`config.mk`:
```
export PLATFORM = sky130hd
export DESIGN_NAME = lnvd_dac_mux
export DESIGN_NICKNAME = d
export VERILOG_FILES = /design/src/rtl/lnvd_dac_pkg.sv /design/src/rtl/lnvd_phase_timer.sv /design/src/rtl/lnvd_dac_mux.sv
export SDC_FILE = /design/constraint.sdc
export NUM_CORES = 1
export LEC_CHECK = 0
export CAP_MARGIN = 40
export CORE_AREA = 2 2 121 123
export DETAILED_ROUTE_END_ITERATION = 6
export DIE_AREA = 0 0 123 125
export RECOVER_POWER = 100
export SKIP_LAST_GASP = 1
export SYNTH_ARGS = -nofsm -noshare
export SYNTH_HDL_FRONTEND = slang
export SYNTH_SLANG_ARGS = --single-unit
```
`constraint.sdc`:
```
create_clock -name clk -period 3.22 [get_ports clk]
set_clock_uncertainty 0.1 [all_clocks]
set_input_delay 0.322 -clock clk [delete_from_list [all_inputs] [get_ports clk]]
set_output_delay 0.322 -clock clk [all_outputs]
set_load 0.005 [all_outputs]
```
`src/rtl/lnvd_dac_pkg.sv`:
```
// Shared types and constants for the lnvd DAC output sequencer.
package lnvd_dac_pkg;

    // Sequencer states: one channel write is SETUP -> STROBE -> HOLD,
    // repeated for every channel, then a single LOAD pulse.
    typedef enum logic [2:0] {
        S_IDLE   = 3'd0,
        S_SETUP  = 3'd1,
        S_STROBE = 3'd2,
        S_HOLD   = 3'd3,
        S_LOAD   = 3'd4
    } state_t;

    localparam int NUM_CH  = 4;
    localparam int CH_W    = 2;
    localparam int OVR_W   = 8;
    localparam int TIMER_W = 16;

    localparam logic [CH_W-1:0]  LAST_CH = CH_W'(NUM_CH - 1);
    localparam logic [OVR_W-1:0] OVR_SAT = {OVR_W{1'b1}};

    typedef logic [CH_W-1:0] ch_t;

endpackage

```
`src/rtl/lnvd_phase_timer.sv`:
```
// Loadable down-counter that times how long the sequencer stays in a state.
// A load of N makes done rise on the N-th cycle after the load edge.
module lnvd_phase_timer
    import lnvd_dac_pkg::*;
#(
    parameter int W = TIMER_W
) (
    input  logic         clk,
    input  logic         rst,
    input  logic         load,
    input  logic [W-1:0] load_val,
    output logic         done
);

    logic [W-1:0] cnt;

    // Reload on state entry, otherwise count down and park at zero.
    always_ff @(posedge clk) begin
        if (rst) begin
            cnt <= '0;
        end else if (load) begin
            cnt <= load_val;
        end else if (cnt != '0) begin
            cnt <= cnt - 1'b1;
        end
    end

    // Terminal count: the last cycle of the current phase.
    assign done = (cnt == W'(1));

endmodule

```
`src/rtl/lnvd_dac_mux.sv`:
```
// Four-channel frame sequencer onto a shared parallel DAC bus.
// Each channel is written with setup / write-strobe / hold timing, and a final
// LDAC pulse updates all four DAC outputs at once.
// Optional build macro: LNVD_DAC_OFFSET_BIN_EN inverts each sample MSB at
// latch time (two's-complement to offset binary).
//
// Input handshake: a frame transfers on a rising edge where in_valid and
// in_ready are both 1. in_ready is high only in IDLE. in_valid while in_ready
// is low drops that cycle's frame and bumps the saturating overrun_cnt; the
// frame already in flight is never touched by new input.
module lnvd_dac_mux
    import lnvd_dac_pkg::*;
#(
    parameter int DATA_W     = 8,
    parameter int SETUP_CYC  = 2,
    parameter int STROBE_CYC = 4,
    parameter int HOLD_CYC   = 2
) (
    input  logic              clk,
    input  logic              rst,
    input  logic              in_valid,
    output logic              in_ready,
    input  logic [DATA_W-1:0] in_data1,
    input  logic [DATA_W-1:0] in_data2,
    input  logic [DATA_W-1:0] in_data3,
    input  logic [DATA_W-1:0] in_data4,
    output logic [DATA_W-1:0] dac_data,
    output logic [1:0]        dac_sel,
    output logic              dac_wr_n,
    output logic              dac_ldac_n,
    output logic              busy,
    output logic [7:0]        overrun_cnt,
    output state_t            dbg_state
);

    state_t            state;
    ch_t               ch;
    ch_t               ch_next;
    logic [DATA_W-1:0] frame [NUM_CH];
    logic              accept;
    logic              tmr_load;
    logic [TIMER_W-1:0] tmr_val;
    logic              tmr_done;

    // Sample conversion applied once, when the frame is latched.
    function automatic logic [DATA_W-1:0] conv(input logic [DATA_W-1:0] s);
`ifdef LNVD_DAC_OFFSET_BIN_EN
        return {~s[DATA_W-1], s[DATA_W-2:0]};
`else
        return s;
`endif
    endfunction

    assign accept    = in_valid && in_ready;
    assign ch_next   = ch + 1'b1;
    assign dbg_state = state;

    // Phase length for the state being entered; load fires on every entry.
    always_comb begin
        tmr_load = 1'b0;
        tmr_val  = '0;
        case (state)
            S_IDLE: begin
                if (accept) begin
                    tmr_load = 1'b1;
                    tmr_val  = TIMER_W'(SETUP_CYC);
                end
            end
            S_SETUP: begin
                if (tmr_done) begin
                    tmr_load = 1'b1;
                    tmr_val  = TIMER_W'(STROBE_CYC);
                end
            end
            S_STROBE: begin
                if (tmr_done) begin
                    tmr_load = 1'b1;
                    tmr_val  = TIMER_W'(HOLD_CYC);
                end
            end
            S_HOLD: begin
                if (tmr_done) begin
                    tmr_load = 1'b1;
                    tmr_val  = (ch == LAST_CH) ? TIMER_W'(1) : TIMER_W'(SETUP_CYC);
                end
            end
            S_LOAD: begin
                if (tmr_done) begin
                    tmr_load = 1'b1;
                    tmr_val  = '0;
                end
            end
            default: begin
                tmr_load = 1'b0;
            end
        endcase
    end

    lnvd_phase_timer #(
        .W(TIMER_W)
    ) u_timer (
        .clk      (clk),
        .rst      (rst),
        .load     (tmr_load),
        .load_val (tmr_val),
        .done     (tmr_done)
    );

    // Sequencer FSM with registered bus outputs and overrun counter.
    always_ff @(posedge clk) begin
        if (rst) begin
            state       <= S_IDLE;
            ch          <= '0;
            for (int i = 0; i < NUM_CH; i++) frame[i] <= '0;
            dac_data    <= '0;
            dac_sel     <= '0;
            dac_wr_n    <= 1'b1;
            dac_ldac_n  <= 1'b1;
            in_ready    <= 1'b0;
            busy        <= 1'b0;
            overrun_cnt <= '0;
        end else begin
            if (in_valid && !in_ready && overrun_cnt != OVR_SAT) begin
                overrun_cnt <= overrun_cnt + 1'b1;
            end
            case (state)
                S_IDLE: begin
                    in_ready   <= 1'b1;
                    busy       <= 1'b0;
                    dac_ldac_n <= 1'b1;
                    if (accept) begin
                        frame[0] <= conv(in_data1);
                        frame[1] <= conv(in_data2);
                        frame[2] <= conv(in_data3);
                        frame[3] <= conv(in_data4);
                        ch       <= '0;
                        dac_data <= conv(in_data1);
                        dac_sel  <= '0;
                        in_ready <= 1'b0;
                        busy     <= 1'b1;
                        state    <= S_SETUP;
                    end
                end
                S_SETUP: begin
                    if (tmr_done) begin
                        dac_wr_n <= 1'b0;
                        state    <= S_STROBE;
                    end
                end
                S_STROBE: begin
                    if (tmr_done) begin
                        dac_wr_n <= 1'b1;
                        state    <= S_HOLD;
                    end
                end
                S_HOLD: begin
                    if (tmr_done) begin
                        if (ch == LAST_CH) begin
                            dac_ldac_n <= 1'b0;
                            state      <= S_LOAD;
                        end else begin
                            ch       <= ch_next;
                            dac_data <= frame[ch_next];
                            dac_sel  <= ch_next;
                            state    <= S_SETUP;
                        end
                    end
                end
                S_LOAD: begin
                    if (tmr_done) begin
                        dac_ldac_n <= 1'b1;
                        in_ready   <= 1'b1;
                        busy       <= 1'b0;
                        state      <= S_IDLE;
                    end
                end
                default: begin
                    state <= S_IDLE;
                end
            endcase
        end
    end

endmodule
```
# Word level (Yosys, flattened, before mapping)
# Memory sizes are Yosys's and may differ from the RTL's.
# Cells that the tools add are included.
# W data, S select, Z words.
[totals] reg_bits=41 ram_bits=32 input_bits=35 word_cells=92 n_memories=1
[memory_table] memory="frame" words=4 width=8 rd=1 rd_ports_with_merged_regs=0 write_ports=4 line_no="lnvd_dac_mux.sv:39" rtl="logic [DATA_W-1:0] frame [NUM_CH];"
[op_classes] n_addsub=3 eq_ne=14 muxes=44 bitwise=4 n_reduce_logical=17
[op_table] op="$mux W8" n=7
[op_table] op="$mux W16" n=2
[op_table] op="$mux W3" n=7
[op_table] op="$eq A16 B1 Y1 const B" n=1
[op_table] op="$pmux W8 S2" n=1
[op_table] op="$reduce_bool A16 Y1" n=1
[op_table] op="$sub A16 B1 Y16 const B" n=1
[op_table] op="$pmux W3 S5" n=1
[op_table] op="$mux W2" n=7
[op_table] op="$ne A2 B2 Y1 const B" n=7
[op_table] op="$mux W1" n=12
[op_table] op="$pmux W3 S4" n=1
[op_table] op="$add A8 B1 Y8 const B" n=1
[op_table] op="$ne A8 B8 Y1 const B" n=1
[op_table] op="$pmux W1 S2" n=4
[op_table] op="$reduce_and A4 Y1" n=2
[op_table] op="$reduce_bool A2 Y1" n=4
[op_table] op="$eq A3 B2 Y1 const B" n=2
[op_table] op="$reduce_and A5 Y1" n=1
[op_table] op="$or A1 B1 Y1" n=4
[op_table] op="$pmux W2 S2" n=1
[op_table] op="$reduce_or A4 Y1" n=1
[op_table] op="$eq A3 B1 Y1 const B" n=1
[op_table] op="$eq A3 B3 Y1 const B" n=1
[op_table] op="other kinds (9)" n=11

# Logic depth before layout (Yosys ltp)
# Gate-level depths: netlist (run 1).
[depth] depth_word=6 mapped_depth=9

# Modules after synthesis
# From an unflattened synthesis (run 1), not the netlist that was laid out.
[unflattened] cells_unflattened=342 hier_area_um2=3582.2
[by_module_without_submodules] module="lnvd_dac_mux" n_inst=1 cells_per_inst=227 area_per_inst_um2=2636.3 seq_area_each_um2=1461.4
[by_module_without_submodules] module="lnvd_phase_timer" n_inst=1 cells_per_inst=115 area_per_inst_um2=945.9 seq_area_each_um2=320.3

# Least setup slack after synthesis (run 1)
# OpenSTA, ideal clock, no wires.
[synth_timing] path_kind="reg2reg" start="register u_timer.cnt[0]" end="register u_timer.cnt[5]" arrival_time_ns=1.992 t_required_ns=2.992 path_slack_ns=1.001 path_stages_with_launch=10 period_less_slack_ns=2.219 path_cell_list="dfxtp_1 -> inv_1 -> ha_1 -> or3b_2 -> clkbuf_1 -> or4_4 -> buf_6 -> nand3b_1 -> xor2_1 -> nor2_1"
[synth_via] elab_chain_cells=4
[synth_lines] element="start, declared" line_no="lnvd_phase_timer.sv:15" rtl="logic [W-1:0] cnt;"
[synth_lines] element="start signal, assigned" line_no="lnvd_phase_timer.sv:22" rtl="cnt <= load_val;"
[synth_lines] element="start signal, assigned" line_no="lnvd_phase_timer.sv:24" rtl="cnt <= cnt - 1'b1;"
[synth_lines] element="branches (longest 4 deep; another with $sub A16 B1 Y16)"
# Several ways; the timed one is not identified. The select of a mux whose other input is x is not followed.
# A chain may end at the register's enable or synchronous reset.

==> results.md, run 1 <==
* Worst Setup Path Type: flip-flop to flip-flop
* CTS Buf Count at 9
* Fillers at 1486
* Starting Density at 24.1%
* Worst min-delay path category: flip-flop to flip-flop
* Setup Buffers After CTS at 0
* Slew Viols, Final at 0
* GPL Wtd Cong at 0.793
* CORE AREA at 14200 um2
* DRC at 0
* Row count at 44
* Register bit count reported by yosys at 73
* Post-synth top area share at 28.0%
* Sw Share at 30.8%
* Avg Cell Area, Syn at 10.6 um2
* Area contributors post-synth: edfxtp_1 (28%), dfxtp_1 (24%), and2_1 (5.8%)
* Final HPWL from detailed placement at 5.16 mm
* Maximum VDD drop at 0.280 mV
* Critical path capture point type: flip-flop
* Die footprint at 15400 um2
* Later-pin clock latency in the skew report at 0.33 ns
* Rel. slew slack at 28.9%
* Die Wd at 123 um
* PortBufs at 59
* P_int at 2.13 mW
* Final Hold Fails at 0
* Yosys warnings at 0
* FFs w/ async S/R, synth at 0%
* Register share of total power at 39.1%
* Setup violations, final at 0
* Unrepaired setup endpoints after global routing: no
* Nets at 421
* Crit share post-route at 77.2%
* I/O Pins at 60
* EDFF count, synth at 32
* Post-CTS Resized at 0
* 1st-pass router iterations at 4
* Hold buffer count at CTS at 0
* Post-synthesis sequential area ratio at 52.0%
* Slowest CP cell: clkbuf_1
* CP Buf/Inv Count at 1
* GR Overflow Total at 0
* Synth top cells by count: dfxtp_1 (41), nor2_1 (40), and2_1 (32), edfxtp_1 (32), nor3_1 (13)
* Vias at 2542
* Leakage at 1.71 nW
* Vias per inst at 4.45
* Req. time, crit path at 3.31 ns
* Max-cap viol count at 0
* Tot GR Track Use at 10.3%
* First-pass GRT wire length at 12.3 mm
* Syn nets at 361
* Antenna viol nets, final at 0
* CP delay by family, top: simple AND/OR/NAND/NOR gates
* DR WL/cell at 13.1 um
* Post-synth cell types at 48
* Status: finished clean
* Clock tree root buffer cell: clkbuf_16
* Vias in the first global route at 2469
* Ant diodes at 0
* Pin count of the biggest net entering global routing at 34
* Cell with the most instances after synthesis: dfxtp_1
* DR iter-0 viols at 130
* Overall routed net length at 7.45 mm
* Setup TNS at 0 ns
* Post-Syn Area at 3430 um2
* Largest area contributor in the netlist: edfxtp_1
* Post-layout util at 31.8%
* Critical Path AT at 2.58 ns
* Fmax at 0.402 GHz
* Initial antenna violation count at 0
* Ratio of cells with drive above 1 in the final layout at 9.04%
* H-tree Lvls at 3
* Chip height at 125 um
* Gate count of the mapped netlist at 322
* Area Overhead vs Synth at 31.8%
* Startpoint Class: flip-flop
* Largest fanout on the critical path at 32
* PwrDens at 683 nW/um2
* TritonCTS clock tree: yes
* Final critical-path required period at 2.49 ns
* Max Root-Sink Buffers at 2
* Combinational Power Share at 27.4%
* Worst-margin pin slew at 1.07 ns
* Sink Count at 73
* P_sw at 0.949 mW
* Clock Power Share at 33.5%
* Clk pin slew, worst setup/hold paths at 0.06 ns
* Synth Flop Type: dfxtp_1
* Critical Path, Cell by Cell: nor3_1 > nand3_1 > nor2_1 > clkbuf_1 > and2_0
* Crit-path max cell delay at 0.80 ns
[kinds of logic (layout without fill, tap and decap cells)]
group | count (synthesis) | after routing | synth area share [%]
and+or+nand+nor | 143 | 143 | 22.8
DFF | 73 | 73 | 52.0
AOI/OAI and AO/OA | 40 | 40 | 7.70
buffers and inverters | 27 | 92 | 3.54
muxes | 18 | 18 | 8.18
xor gates and xnor gates | 17 | 17 | 4.34
adders and majority gates | 4 | 4 | 1.46
[final cells by class]
class	instances	area [um2]	share of cell area [%]
Clock buffer	11	253	5.59
Clock inverter	5	61.3	1.36
Inverter	9	33.8	0.748
Multi-Input combinational cell	222	1520	33.7
Sequential cell	73	1780	39.4
Tap cell	184	230	5.10
Timing Repair Buffer	67	637	14.1
[tightest hold or removal path: stages, from the launching register on]
cell      delay, ns
dfxtp_1        0.31
nand2b_1       0.06
a21oi_1        0.06
[power groups by stage]
stage | Sequential (mW) | Clock, mW | Combinational (mW)
after floorplan | 1.19 | 0 | 0.676
after global placement | 1.22 | 0 | 0.832
after detailed placement | 1.22 | 0 | 0.851
after CTS | 1.20 | 1.07 | 0.860
after global routing | 1.22 | 1.11 | 0.945
final | 1.20 | 1.03 | 0.845
[per-stage QoR]
step / cells / setup slack, ns / total power [mW] / hold WS (ns) / area (um2)
CTS: 571 / 0.944 / 3.14 / 0.392 / 4540
detailed placement: 555 / 0.957 / 2.07 / 0.383 / 4220
global placement: 555 / 1.01 / 2.05 / 0.364 / 4220
floorplan: 322 / 1.00 / 1.87 / 0.366 / 3430
finish: 571 / 0.734 / 3.08 / 0.382 / 4520
global route: 571 / 0.495 / 3.27 / 0.403 / 4520
[flip-flops by register name, indices dropped and copies added, names as in the netlist]
name         flops
frame           32
u_timer.cnt     16
dac_data         8
overrun_cnt      8
dbg_state        3
ch               2
busy             1
dac_ldac_n       1
dac_wr_n         1
in_ready         1
[final timing paths]
path / cells after the start / slack [ns] / endpoint / start
worst min register to register: 2 / 0.38 / busy$_SDFFE_PP0P_ / busy$_SDFFE_PP0P_
worst max-delay path: 5 / 0.73 / frame[2][6]$_SDFFCE_PN0P_ / dbg_state[2]$_SDFFE_PP0P_
worst max register to register: 5 / 0.73 / frame[2][6]$_SDFFCE_PN0P_ / dbg_state[2]$_SDFFE_PP0P_
worst min-delay path: 2 / 0.38 / busy$_SDFFE_PP0P_ / busy$_SDFFE_PP0P_
[layout by cell type, fill, tap and decap left out, types with 2 or more instances in the layout]
cell type / count
nor3_1: 13
and2_0: 19
xnor2_1: 9
nand4_1: 3
mux2i_1: 10
dlygate4sd3_1: 25
ha_1: 4
mux4_2: 8
and2_1: 13
o21ai_0: 8
nand2b_1: 5
a211oi_1: 10
nand3_1: 9
nand2_1: 12
and4_1: 2
clkbuf_8: 2
clkbuf_1: 3
clkbuf_16: 9
or4_1: 4
buf_4: 4
and3_1: 2
a31oi_1: 2
inv_1: 9
or3_1: 4
dfxtp_1: 41
a21oi_1: 12
inv_6: 2
edfxtp_1: 32
xor2_1: 8
clkdlybuf4s50_1: 34
nor4_1: 6
nand3b_1: 2
nor2_1: 40
[routing by layer]
metal	track usage, %	up-vias	share of wire (%)
met5	0	-	0
met4	4.01	0	1.4
met3	3.51	10	5.1
met2	16.3	54	47
met1	12.8	1197	46
li1	-	1281	-
Power figures use the tool's default switching activity.
==> run 2, diff against run 1 <==
==> constraint.sdc (replaced) <==
create_clock -name clk -period 2.4 [get_ports clk]
set_clock_uncertainty 0.1 [all_clocks]
set_input_delay 0.24 -clock clk [delete_from_list [all_inputs] [get_ports clk]]
set_output_delay 0.24 -clock clk [all_outputs]
set_load 0.005 [all_outputs]
==> run 2 against run 1 <==
Worst hold slack better by 0.0051 ns. Flip-flop and latch count unchanged. First-iteration DRC count increased by 3.8%. Cell count grew 1.2%. Count of clock-buffer cells in the layout increased by 3. Critical path depth stayed put. Register-to-register slack lost 0.58 ns. Fmax is 10% higher. Sequential share of layout area down 0.12 points. Power is 31% higher. Critical endpoint is now u_timer.cnt[5]$_SDFFE_PP0P_.
==> results.md, run 2 (synthesized netlist as in run 1, its figures left out) <==
* Status: finished clean (unchanged)
* Tot GR Track Use at 10.6% (was 10.3%)
* CORE AREA at 14200 um2 (unchanged)
* I/O Pins at 60 (unchanged)
* FF-to-FF setup slack at 0.15 ns (was 0.73 ns)
* Die footprint at 15400 um2 (unchanged)
* PortBufs at 59 (unchanged)
* PwrDens at 888 nW/um2 (was 683 nW/um2)
* Combinational Power Share at 28.9% (was 27.4%)
* Fmax at 0.444 GHz (was 0.402 GHz)
* CP delay by family, top: simple AND/OR/NAND/NOR gates (unchanged)
* Critical path capture point type: flip-flop (unchanged)
* Leakage at 1.72 nW (was 1.71 nW)
* WHS Path Cells at 2 (unchanged)
* Startpoint Class: flip-flop (unchanged)
* Placed Area at 4290 um2 (was 4220 um2)
* Most common cell after layout, fill and taps aside: dfxtp_1 (unchanged)
* Chip height at 125 um (unchanged)
* Vias at 2588 (was 2542)
* Crit share post-route at 93.8% (was 77.2%)
* CP Launch Point: u_timer.cnt[4]$_SDFFE_PP0P_ (was dbg_state[2]$_SDFFE_PP0P_)
* Vias per inst at 4.48 (was 4.45)
* Final HPWL from detailed placement at 5.58 mm (was 5.16 mm)
* Largest regs: frame: 32 flops, u_timer.cnt: 16 flops (unchanged)
* Top reg by flops: frame (unchanged)
* Largest fanout on the critical path at 8 (was 32)
* Hold buffer count at CTS at 0 (unchanged)
* Rel. slew slack at 44.5% (was 28.9%)
* Overall routed net length at 7.70 mm (was 7.45 mm)
* Clk pin slew, worst setup/hold paths at 0.06 ns (about the same)
* Sw Share at 31.1% (was 30.8%)
* Pin count of the biggest net entering global routing at 33 (was 34)
* Max-cap viol count at 0 (unchanged)
* GPL Wtd Cong at 0.809 (was 0.793)
* Unrepaired setup endpoints after global routing: no (unchanged)
* Max reg flops at 32 (unchanged)
* Setup violations, final at 0 (unchanged)
* Max Root-Sink Buffers at 2 (unchanged)
* 1st-pass router iterations at 4 (unchanged)
* Initial antenna violation count at 0 (unchanged)
* Fillers at 1465 (was 1486)
* Clock tree root buffer cell: clkbuf_16 (unchanged)
* H-tree Lvls at 3 (unchanged)
* Slew Viols, Final at 0 (unchanged)
* P_sw at 1.25 mW (was 0.949 mW)
* Ant diodes at 0 (unchanged)
* Hold path endpoint: busy$_SDFFE_PP0P_ (unchanged)
* Register share of total power at 40.2% (was 39.1%)
* Critical Path AT at 2.38 ns (was 2.58 ns)
* Post-CTS Resized at 0 (unchanged)
* First-pass GRT wire length at 12.7 mm (was 12.3 mm)
* Vias in the first global route at 2679 (was 2469)
* Die Wd at 123 um (unchanged)
* CTS Buf Count at 9 (unchanged)
* RR Endpoint: u_timer.cnt[5]$_SDFFE_PP0P_ (was frame[2][6]$_SDFFCE_PN0P_)
* Worst-case reg-to-reg path depth at 5 (unchanged)
* Crit-path max cell delay at 0.70 ns (was 0.80 ns)
* Starting Density at 24.1% (unchanged)
* DRC at 0 (unchanged)
* Final Hold Fails at 0 (unchanged)
* Area Overhead vs Synth at 32.2% (was 31.8%)
* Row count at 44 (unchanged)
* Final critical-path required period at 2.25 ns (was 2.49 ns)
* P_int at 2.78 mW (was 2.13 mW)
* Nets at 428 (was 421)
* Final Instance Area at 4530 um2 (was 4520 um2)
* Ratio of cells with drive above 1 in the final layout at 10.2% (was 9.04%)
* Later-pin clock latency in the skew report at 0.33 ns (about the same)
* Critical path depth at 5 (unchanged)
* CP Buf/Inv Count at 0 (was 1)
* Most frequent cells in the layout: dfxtp_1 (41), nor2_1 (40), clkdlybuf4s50_1 (36) (was dfxtp_1 (41), nor2_1 (40), clkdlybuf4s50_1 (34))
* Setup TNS at 0 ns (unchanged)
* Antenna viol nets, final at 0 (unchanged)
* GR Overflow Total at 0 (unchanged)
* Worst Setup Path Type: flip-flop to flip-flop (unchanged)
* Setup Buffers After CTS at 0 (unchanged)
* Maximum VDD drop at 0.328 mV (was 0.280 mV)
* Clock Power Share at 30.9% (was 33.5%)
* Critical Path, Cell by Cell: or4_1 > or4_4 > nand3b_1 > xor2_1 > nor2_1 (was nor3_1 > nand3_1 > nor2_1 > clkbuf_1 > and2_0)
* DR WL/cell at 13.3 um (was 13.1 um)
* TritonCTS clock tree: yes (unchanged)
* Hold Path Origin: busy$_SDFFE_PP0P_ (unchanged)
* DR iter-0 viols at 135 (was 130)
* Slowest CP cell: or4_1 (was clkbuf_1)
* Origin of the critical flop-to-flop path: u_timer.cnt[4]$_SDFFE_PP0P_ (was dbg_state[2]$_SDFFE_PP0P_)
* Req. time, crit path at 2.52 ns (was 3.31 ns)
* Sink Count at 73 (unchanged)
* Worst-margin pin slew at 0.832 ns (was 1.07 ns)
* Worst min-delay path category: flip-flop to flip-flop (unchanged)
## run 2: layout make-up
cell class / instances / area, um2 / area share [%]
flip-flops and latches: 73 / 1780 / 39.3
multi-input cells: 222 / 1530 / 33.7
repair buffers: 74 / 684 / 15.1
clock buffers: 14 / 264 / 5.83
well taps: 184 / 230 / 5.08
inverters: 9 / 33.8 / 0.745
clock inverters: 2 / 12.5 / 0.276
## run 2: how the worst max path moves through the flow
stage,to,slack [ns]
finish,u_timer.cnt[5]$_SDFFE_PP0P_,0.15
global route,u_timer.cnt[2]$_SDFFE_PP0P_,0.04
global placement,u_timer.cnt[5]$_SDFFE_PP0P_,0.19
detailed placement,u_timer.cnt[5]$_SDFFE_PP0P_,0.16
floorplan,u_timer.cnt[5]$_SDFFE_PP0P_,0.18
CTS,u_timer.cnt[5]$_SDFFE_PP0P_,0.14
## run 2: stage by stage
stage | total power, mW | instances | setup slack [ns] | util [%] | hold WS [ns]
6_report | 4.03 | 578 | 0.149 | 31.9 | 0.387
5_1_grt | 4.29 | 578 | 0.0396 | 31.9 | 0.414
4_1_cts | 4.08 | 578 | 0.141 | 32.1 | 0.386
3_5_place_dp | 2.82 | 562 | 0.158 | 30.2 | 0.376
3_3_place_gp | 2.79 | 562 | 0.186 | 30.2 | 0.368
2_1_floorplan | 2.51 | 322 | 0.181 | - | 0.338
## run 2: tightest hold or removal path, cell delays in order (launching register included)
cell and delay, ns:
dfxtp_1 0.31, nand2b_1 0.06, a21oi_1 0.06
## run 2: metal layers
layer / global-route usage [%] / share of wire (%) / vias up
li1: - / - / 1296
met1: 12.4 / 44 / 1218
met2: 17.5 / 49 / 58
met3: 3.19 / 4.6 / 16
met4: 4.95 / 2.4 / 0
met5: 0 / 0 / -
## run 2: power groups by stage
stage / sequential (mW) / combinational [mW] / clock (mW)
after floorplan: 1.60 / 0.907 / 0
after global placement: 1.63 / 1.16 / 0
after detailed placement: 1.64 / 1.18 / 0
after CTS: 1.62 / 1.19 / 1.27
after global routing: 1.65 / 1.31 / 1.33
final: 1.62 / 1.16 / 1.24
==> run 3, diff against run 2 <==
--- a/config.mk
+++ b/config.mk
@@ -6,9 +6,10 @@
 export NUM_CORES = 1
 export LEC_CHECK = 0
 export CAP_MARGIN = 40
-export CORE_AREA = 2 2 121 123
+export CORE_AREA = 2 2 84 86
 export DETAILED_ROUTE_END_ITERATION = 6
-export DIE_AREA = 0 0 123 125
+export DIE_AREA = 0 0 86 88
+export PLACE_DENSITY = 0.82
 export RECOVER_POWER = 100
 export SKIP_LAST_GASP = 1
 export SYNTH_ARGS = -nofsm -noshare
==> run 3 against run 2 <==
Critical path depth is the same. Sequential share of layout area grew 1.6 points. Via count grew 0.66%. Die area shrank 51%. Power shrank 1.9%. Global-route usage grew 9.3 points. Flip-flop and latch count is the same. Count of clock-buffer cells in the layout shrank 4. Critical path type unchanged. Largest power group unchanged.
==> results.md, run 3 (synthesized netlist as in run 1, its figures left out) <==
* Worst-margin pin slew at 0.808 ns (was 0.832 ns)
* Setup TNS at 0 ns (unchanged)
* Top reg by flops: frame (unchanged)
* Max-cap viol count at 0 (unchanged)
* First-pass GRT wire length at 11.5 mm (was 12.7 mm)
* Clk pin slew, worst setup/hold paths at 0.08 ns (was 0.06 ns)
* I/O Pins at 60 (unchanged)
* GPL Wtd Cong at 0.834 (was 0.809)
* Hold buffer count at CTS at 0 (unchanged)
* Maximum VDD drop at 0.461 mV (was 0.328 mV)
* DR iter-0 viols at 139 (was 135)
* Final Instance Area at 4350 um2 (was 4530 um2)
* Unrepaired setup endpoints after global routing: no (unchanged)
* Worst-case reg-to-reg path depth at 5 (unchanged)
* Status: finished clean (unchanged)
* Worst Setup Path Type: flip-flop to flip-flop (unchanged)
* CP endpoint: u_timer.cnt[9]$_SDFFE_PP0P_ (was u_timer.cnt[5]$_SDFFE_PP0P_)
* Final Hold Fails at 0 (unchanged)
* Vias per inst at 5.55 (was 4.48)
* Crit share post-route at 94.6% (was 93.8%)
* Placed Area at 4130 um2 (was 4290 um2)
* TritonCTS clock tree: yes (unchanged)
* Setup Buffers After CTS at 0 (unchanged)
* Overall routed net length at 6.91 mm (was 7.70 mm)
* Max Root-Sink Buffers at 2 (unchanged)
* Critical path depth at 5 (unchanged)
* Crit-path max cell delay at 0.71 ns (was 0.70 ns)
* Final critical-path required period at 2.27 ns (was 2.25 ns)
* Largest regs: frame: 32 flops, u_timer.cnt: 16 flops (unchanged)
* PortBufs at 59 (unchanged)
* Origin of the critical flop-to-flop path: u_timer.cnt[4]$_SDFFE_PP0P_ (unchanged)
* Vias at 2605 (was 2588)
* Leakage at 1.69 nW (was 1.72 nW)
* DR WL/cell at 14.7 um (was 13.3 um)
* Post-CTS Resized at 0 (unchanged)
* Largest fanout on the critical path at 8 (unchanged)
* Req. time, crit path at 2.55 ns (was 2.52 ns)
* Max reg flops at 32 (unchanged)
* CP Launch Point: u_timer.cnt[4]$_SDFFE_PP0P_ (unchanged)
* Later-pin clock latency in the skew report at 0.35 ns (was 0.33 ns)
* PwrDens at 907 nW/um2 (was 888 nW/um2)
* Starting Density at 51.6% (was 24.1%)
* CP delay by family, top: simple AND/OR/NAND/NOR gates (unchanged)
* Initial antenna violation count at 0 (unchanged)
* CP Buf/Inv Count at 0 (unchanged)
* Slowest CP cell: or4_1 (unchanged)
* Worst min-delay path category: flip-flop to flip-flop (unchanged)
* Startpoint Class: flip-flop (unchanged)
* DRC at 0 (unchanged)
* Chip height at 88 um (was 125 um)
* Ratio of cells with drive above 1 in the final layout at 10.3% (was 10.2%)
* Most common cell after layout, fill and taps aside: dfxtp_1 (unchanged)
* Vias in the first global route at 2498 (was 2679)
* GR Overflow Total at 0 (unchanged)
* Nets at 423 (was 428)
* Critical Path AT at 2.42 ns (was 2.38 ns)
* Setup violations, final at 0 (unchanged)
* RR Endpoint: u_timer.cnt[9]$_SDFFE_PP0P_ (was u_timer.cnt[5]$_SDFFE_PP0P_)
* CORE AREA at 6640 um2 (was 14200 um2)
* Pin count of the biggest net entering global routing at 34 (was 33)
* FF-to-FF setup slack at 0.13 ns (was 0.15 ns)
* Critical path capture point type: flip-flop (unchanged)
* H-tree Lvls at 3 (unchanged)
* Fmax at 0.440 GHz (was 0.444 GHz)
* Die Wd at 86 um (was 123 um)
* Tot GR Track Use at 19.9% (was 10.6%)
* Clock tree root buffer cell: clkbuf_8 (was clkbuf_16)
* Row count at 30 (was 44)
* Die footprint at 7570 um2 (was 15400 um2)
* Rel. slew slack at 46.1% (was 44.5%)
* Antenna viol nets, final at 0 (unchanged)
* Sink Count at 73 (unchanged)
* 1st-pass router iterations at 5 (was 4)
* Final HPWL from detailed placement at 4.89 mm (was 5.58 mm)
* Slew Viols, Final at 0 (unchanged)
* Most frequent cells in the layout: dfxtp_1 (41), nor2_1 (40), clkdlybuf4s50_1 (35) (was dfxtp_1 (41), nor2_1 (40), clkdlybuf4s50_1 (36))
* Ant diodes at 0 (unchanged)
* Area Overhead vs Synth at 27.0% (was 32.2%)
* CTS Buf Count at 9 (unchanged)
* Critical Path, Cell by Cell: or4_1 > or4_4 > nand3_1 > xor2_1 > nor2_1 (was or4_1 > or4_4 > nand3b_1 > xor2_1 > nor2_1)
run 3: power breakdown:
part / internal (mW) / switching, mW / leakage, nW
logic: 0.549 / 0.608 / 0.904
clock network: 0.696 / 0.486 / 0.117
registers: 1.47 / 0.146 / 0.672
total: 2.71 / 1.24 / 1.69
run 3: worst min-delay path by stage:
stage	startpoint	endpoint	slack [ns]	cells past startpoint
finish	busy$_SDFFE_PP0P_	busy$_SDFFE_PP0P_	0.38	2
global placement	busy$_SDFFE_PP0P_	busy$_SDFFE_PP0P_	0.37	2
CTS	busy$_SDFFE_PP0P_	busy$_SDFFE_PP0P_	0.38	2
global route	busy$_SDFFE_PP0P_	busy$_SDFFE_PP0P_	0.42	2
floorplan	in_data1[0]	frame[0][0]$_SDFFCE_PN0P_	0.34	1
detailed placement	busy$_SDFFE_PP0P_	busy$_SDFFE_PP0P_	0.37	2
run 3: tightest hold or removal path, cell delays in order (launching register included):
cell and delay [ns]:
dfxtp_1 0.32, nand2b_1 0.07, a21oi_1 0.06
run 3: metrics by stage:
step                power, mW  std cells  hold slack (ns)  setup WS [ns]  util, %
finish                   3.95        469            0.384          0.129     65.5
global route             4.19        469            0.422        0.00553     65.5
CTS                      3.98        469            0.384          0.132     65.8
detailed placement       2.80        453            0.370          0.151     62.2
global placement         2.75        453            0.365          0.208     62.2
floorplan                2.51        322            0.338          0.181        -
run 3: area by class of cell:
type | instances | area, um2
fillers | 497 | 2290
clock inverters | 6 | 115
inverters | 9 | 33.8
flip-flops and latches | 73 | 1780
multi-input cells | 222 | 1530
well taps | 80 | 100
clock buffers | 10 | 128
repair buffers | 69 | 671
run 3: metal layers:
layer / global-route usage, % / vias up / part of all wire, %
met1: 24.7 / 1213 / 43
met5: 0 / - / 0
met2: 33.1 / 87 / 49
met4: 6.78 / 0 / 2.1
li1: - / 1292 / -
met3: 6.31 / 13 / 5.8
==> RTL change, RTL diff (config.mk and constraints of run 3) <==
Change the package constant `OVR_W` from 8 to 10.
--- a/src/rtl/lnvd_dac_pkg.sv
+++ b/src/rtl/lnvd_dac_pkg.sv
@@ -13,7 +13,7 @@
 
     localparam int NUM_CH  = 4;
     localparam int CH_W    = 2;
-    localparam int OVR_W   = 8;
+    localparam int OVR_W   = 10;
     localparam int TIMER_W = 16;
 
     localparam logic [CH_W-1:0]  LAST_CH = CH_W'(NUM_CH - 1);
Behaviour: no difference found for any inputs over 10 cycles, from zero or initial values and one cycle with rst high; that may be too few to reach the edited logic, so the function may still have changed.
==> RTL change against run 3 <==
  * Sequential cell count stayed put
  * Non-clock buffer count is 3 lower
  * First-iteration DRC count is 12% lower
  * Synthesized area is 1.6% higher
  * Global-route usage is 1.3 points lower
  * Count of clock-buffer cells in the layout stayed put
  * Total power is 1.8% lower
  * Clock power is 22% lower
  * Combinational power is 10% higher
  * Routed wire length is 4.6% lower
  * Final area is 2.8% lower
  * Setup slack better by 0.19 ns
  * Largest cell class unchanged
==> RTL change: results (changes against run 3) <==
Status -> finished clean (unchanged)
Worst-Margin Slew -> 0.495 ns (was 0.808 ns)
Clock Tree Buf Depth -> 2 (unchanged)
Syn Nets -> 348 (was 361)
DR iter-0 viols -> 123 (was 139)
Leak pwr -> 1.60 nW (was 1.69 nW)
WL per Instance -> 14.5 um (was 14.7 um)
Worst IR Drop VDD -> 431 uV (was 461 uV)
Drt pass-1 iters -> 4 (was 5)
Critical hold path startpoint -> overrun_cnt[7]$_SDFFE_PP0P_ (was busy$_SDFFE_PP0P_)
Routability congestion estimate -> 0.825 (was 0.834)
Setup Buffers After CTS -> 0 (unchanged)
Worst-Skew Late Latency -> 0.35 ns (about the same)
Largest net degree at the start of global routing -> 33 (was 34)
Sequential area share after synthesis -> 51.2% (was 52.0%)
Largest registers -> frame (32), u_timer.cnt (16) (unchanged)
Share of layout cells above drive strength 1 -> 10.2% (was 10.3%)
Vias in the first global route -> 2337 (was 2498)
Nets -> 408 (was 423)
Synth area leaders -> edfxtp_1 (28%), dfxtp_1 (24%), and2_1 (5.7%), mux4_2 (5.2%), nor2_1 (4.5%) (was edfxtp_1 (28%), dfxtp_1 (24%), and2_1 (5.8%), mux4_2 (5.3%), nor2_1 (4.4%))
DR vias -> 2478 (was 2605)
Unique masters post-synth -> 51 (was 48)
Fillers -> 517 (was 497)
Hold Crit Class -> reg2reg (unchanged)
Global-route wire length before repair -> 10800 um (was 11500 um)
Total GRT Usage -> 18.6% (was 19.9%)
Detail Placement HPWL -> 4670 um (was 4890 um)
Most frequent cells after synthesis -> nor2_1 (42), dfxtp_1 (41), and2_1 (32), edfxtp_1 (32), nand2_1 (13) (was dfxtp_1 (41), nor2_1 (40), and2_1 (32), edfxtp_1 (32), nor3_1 (13))
Initial antenna violation count -> 0 (unchanged)
EDFF count, synth -> 32 (unchanged)
Crit-path max FO -> 18 (was 8)
==> RTL change: stage by stage <==
step | util (%) | area, um2 | std cells | setup slack (ns) | power, W
after global routing | 63.7 | 4230 | 454 | 0.0957 | 0.00414
after floorplan | - | 3480 | 309 | 0.0922 | 0.00270
after CTS | 64.3 | 4270 | 454 | 0.335 | 0.00392
final | 63.7 | 4230 | 454 | 0.324 | 0.00388
after detailed placement | 61.5 | 4080 | 438 | 0.331 | 0.00300
after global placement | 61.5 | 4080 | 438 | 0.436 | 0.00296
==> RTL change: worst max-delay path, stage by stage (launching register included) <==
cell,delay [ns]
dfxtp_1,0.37
nor4_4,0.43
and4_1,0.48
a31o_4,0.35
nand3_1,0.14
a21oi_2,0.15
==> RTL change: area by class of cell <==
| type | count | area [um2] | share of cell area, % |
|---|---|---|---|
| clock buffer | 10 | 128 | 3.02 |
| clock inverter | 6 | 58.8 | 1.39 |
| inverter | 5 | 18.8 | 0.443 |
| multi-input combinational | 214 | 1510 | 35.8 |
| sequential | 73 | 1780 | 42.1 |
| tap | 80 | 100 | 2.36 |
| timing repair buffer | 66 | 632 | 14.9 |
==> RTL change: cell families (layout without fill, tap and decap cells) <==
group,Yosys count,after routing,synth area share [%]
AND/OR/NAND/NOR,134,134,21.7
flip-flops,73,73,51.2
AO/OA/AOI/OAI,40,40,7.94
buffers and inverters,22,87,5.17
XOR/XNOR,18,18,4.53
multiplexers,18,18,8.05
adder cells (fa/ha/maj),4,4,1.44
==> RTL change: path summary, 6_finish.rpt <==
kind,end,slack [ns],depth (start not counted)
setup reg to reg,ch[1]$_SDFFE_PP0P_,0.32,5
hold / removal,overrun_cnt[7]$_SDFFE_PP0P_,0.39,2
setup / recovery,ch[1]$_SDFFE_PP0P_,0.32,5
hold reg to reg,overrun_cnt[7]$_SDFFE_PP0P_,0.39,2
==> RTL change: where the power goes <==
part	leakage (nW)	internal (W)	switching, W	total [W]
clock	0.0913	0.000473	0.000444	0.000917
combinational	0.839	0.000609	0.000671	0.00128
sequential	0.672	0.00149	0.000195	0.00168
total	1.60	0.00257	0.00131	0.00388
==> RTL change: layer usage <==
metal | GRT usage [%] | vias to the layer above | wire, um
li1 | - | 1222 | -
met5 | 0 | - | 0
met2 | 30.4 | 75 | 3280
met3 | 5.37 | 16 | 352
met4 | 9.24 | 0 | 163
met1 | 22.5 | 1165 | 2790
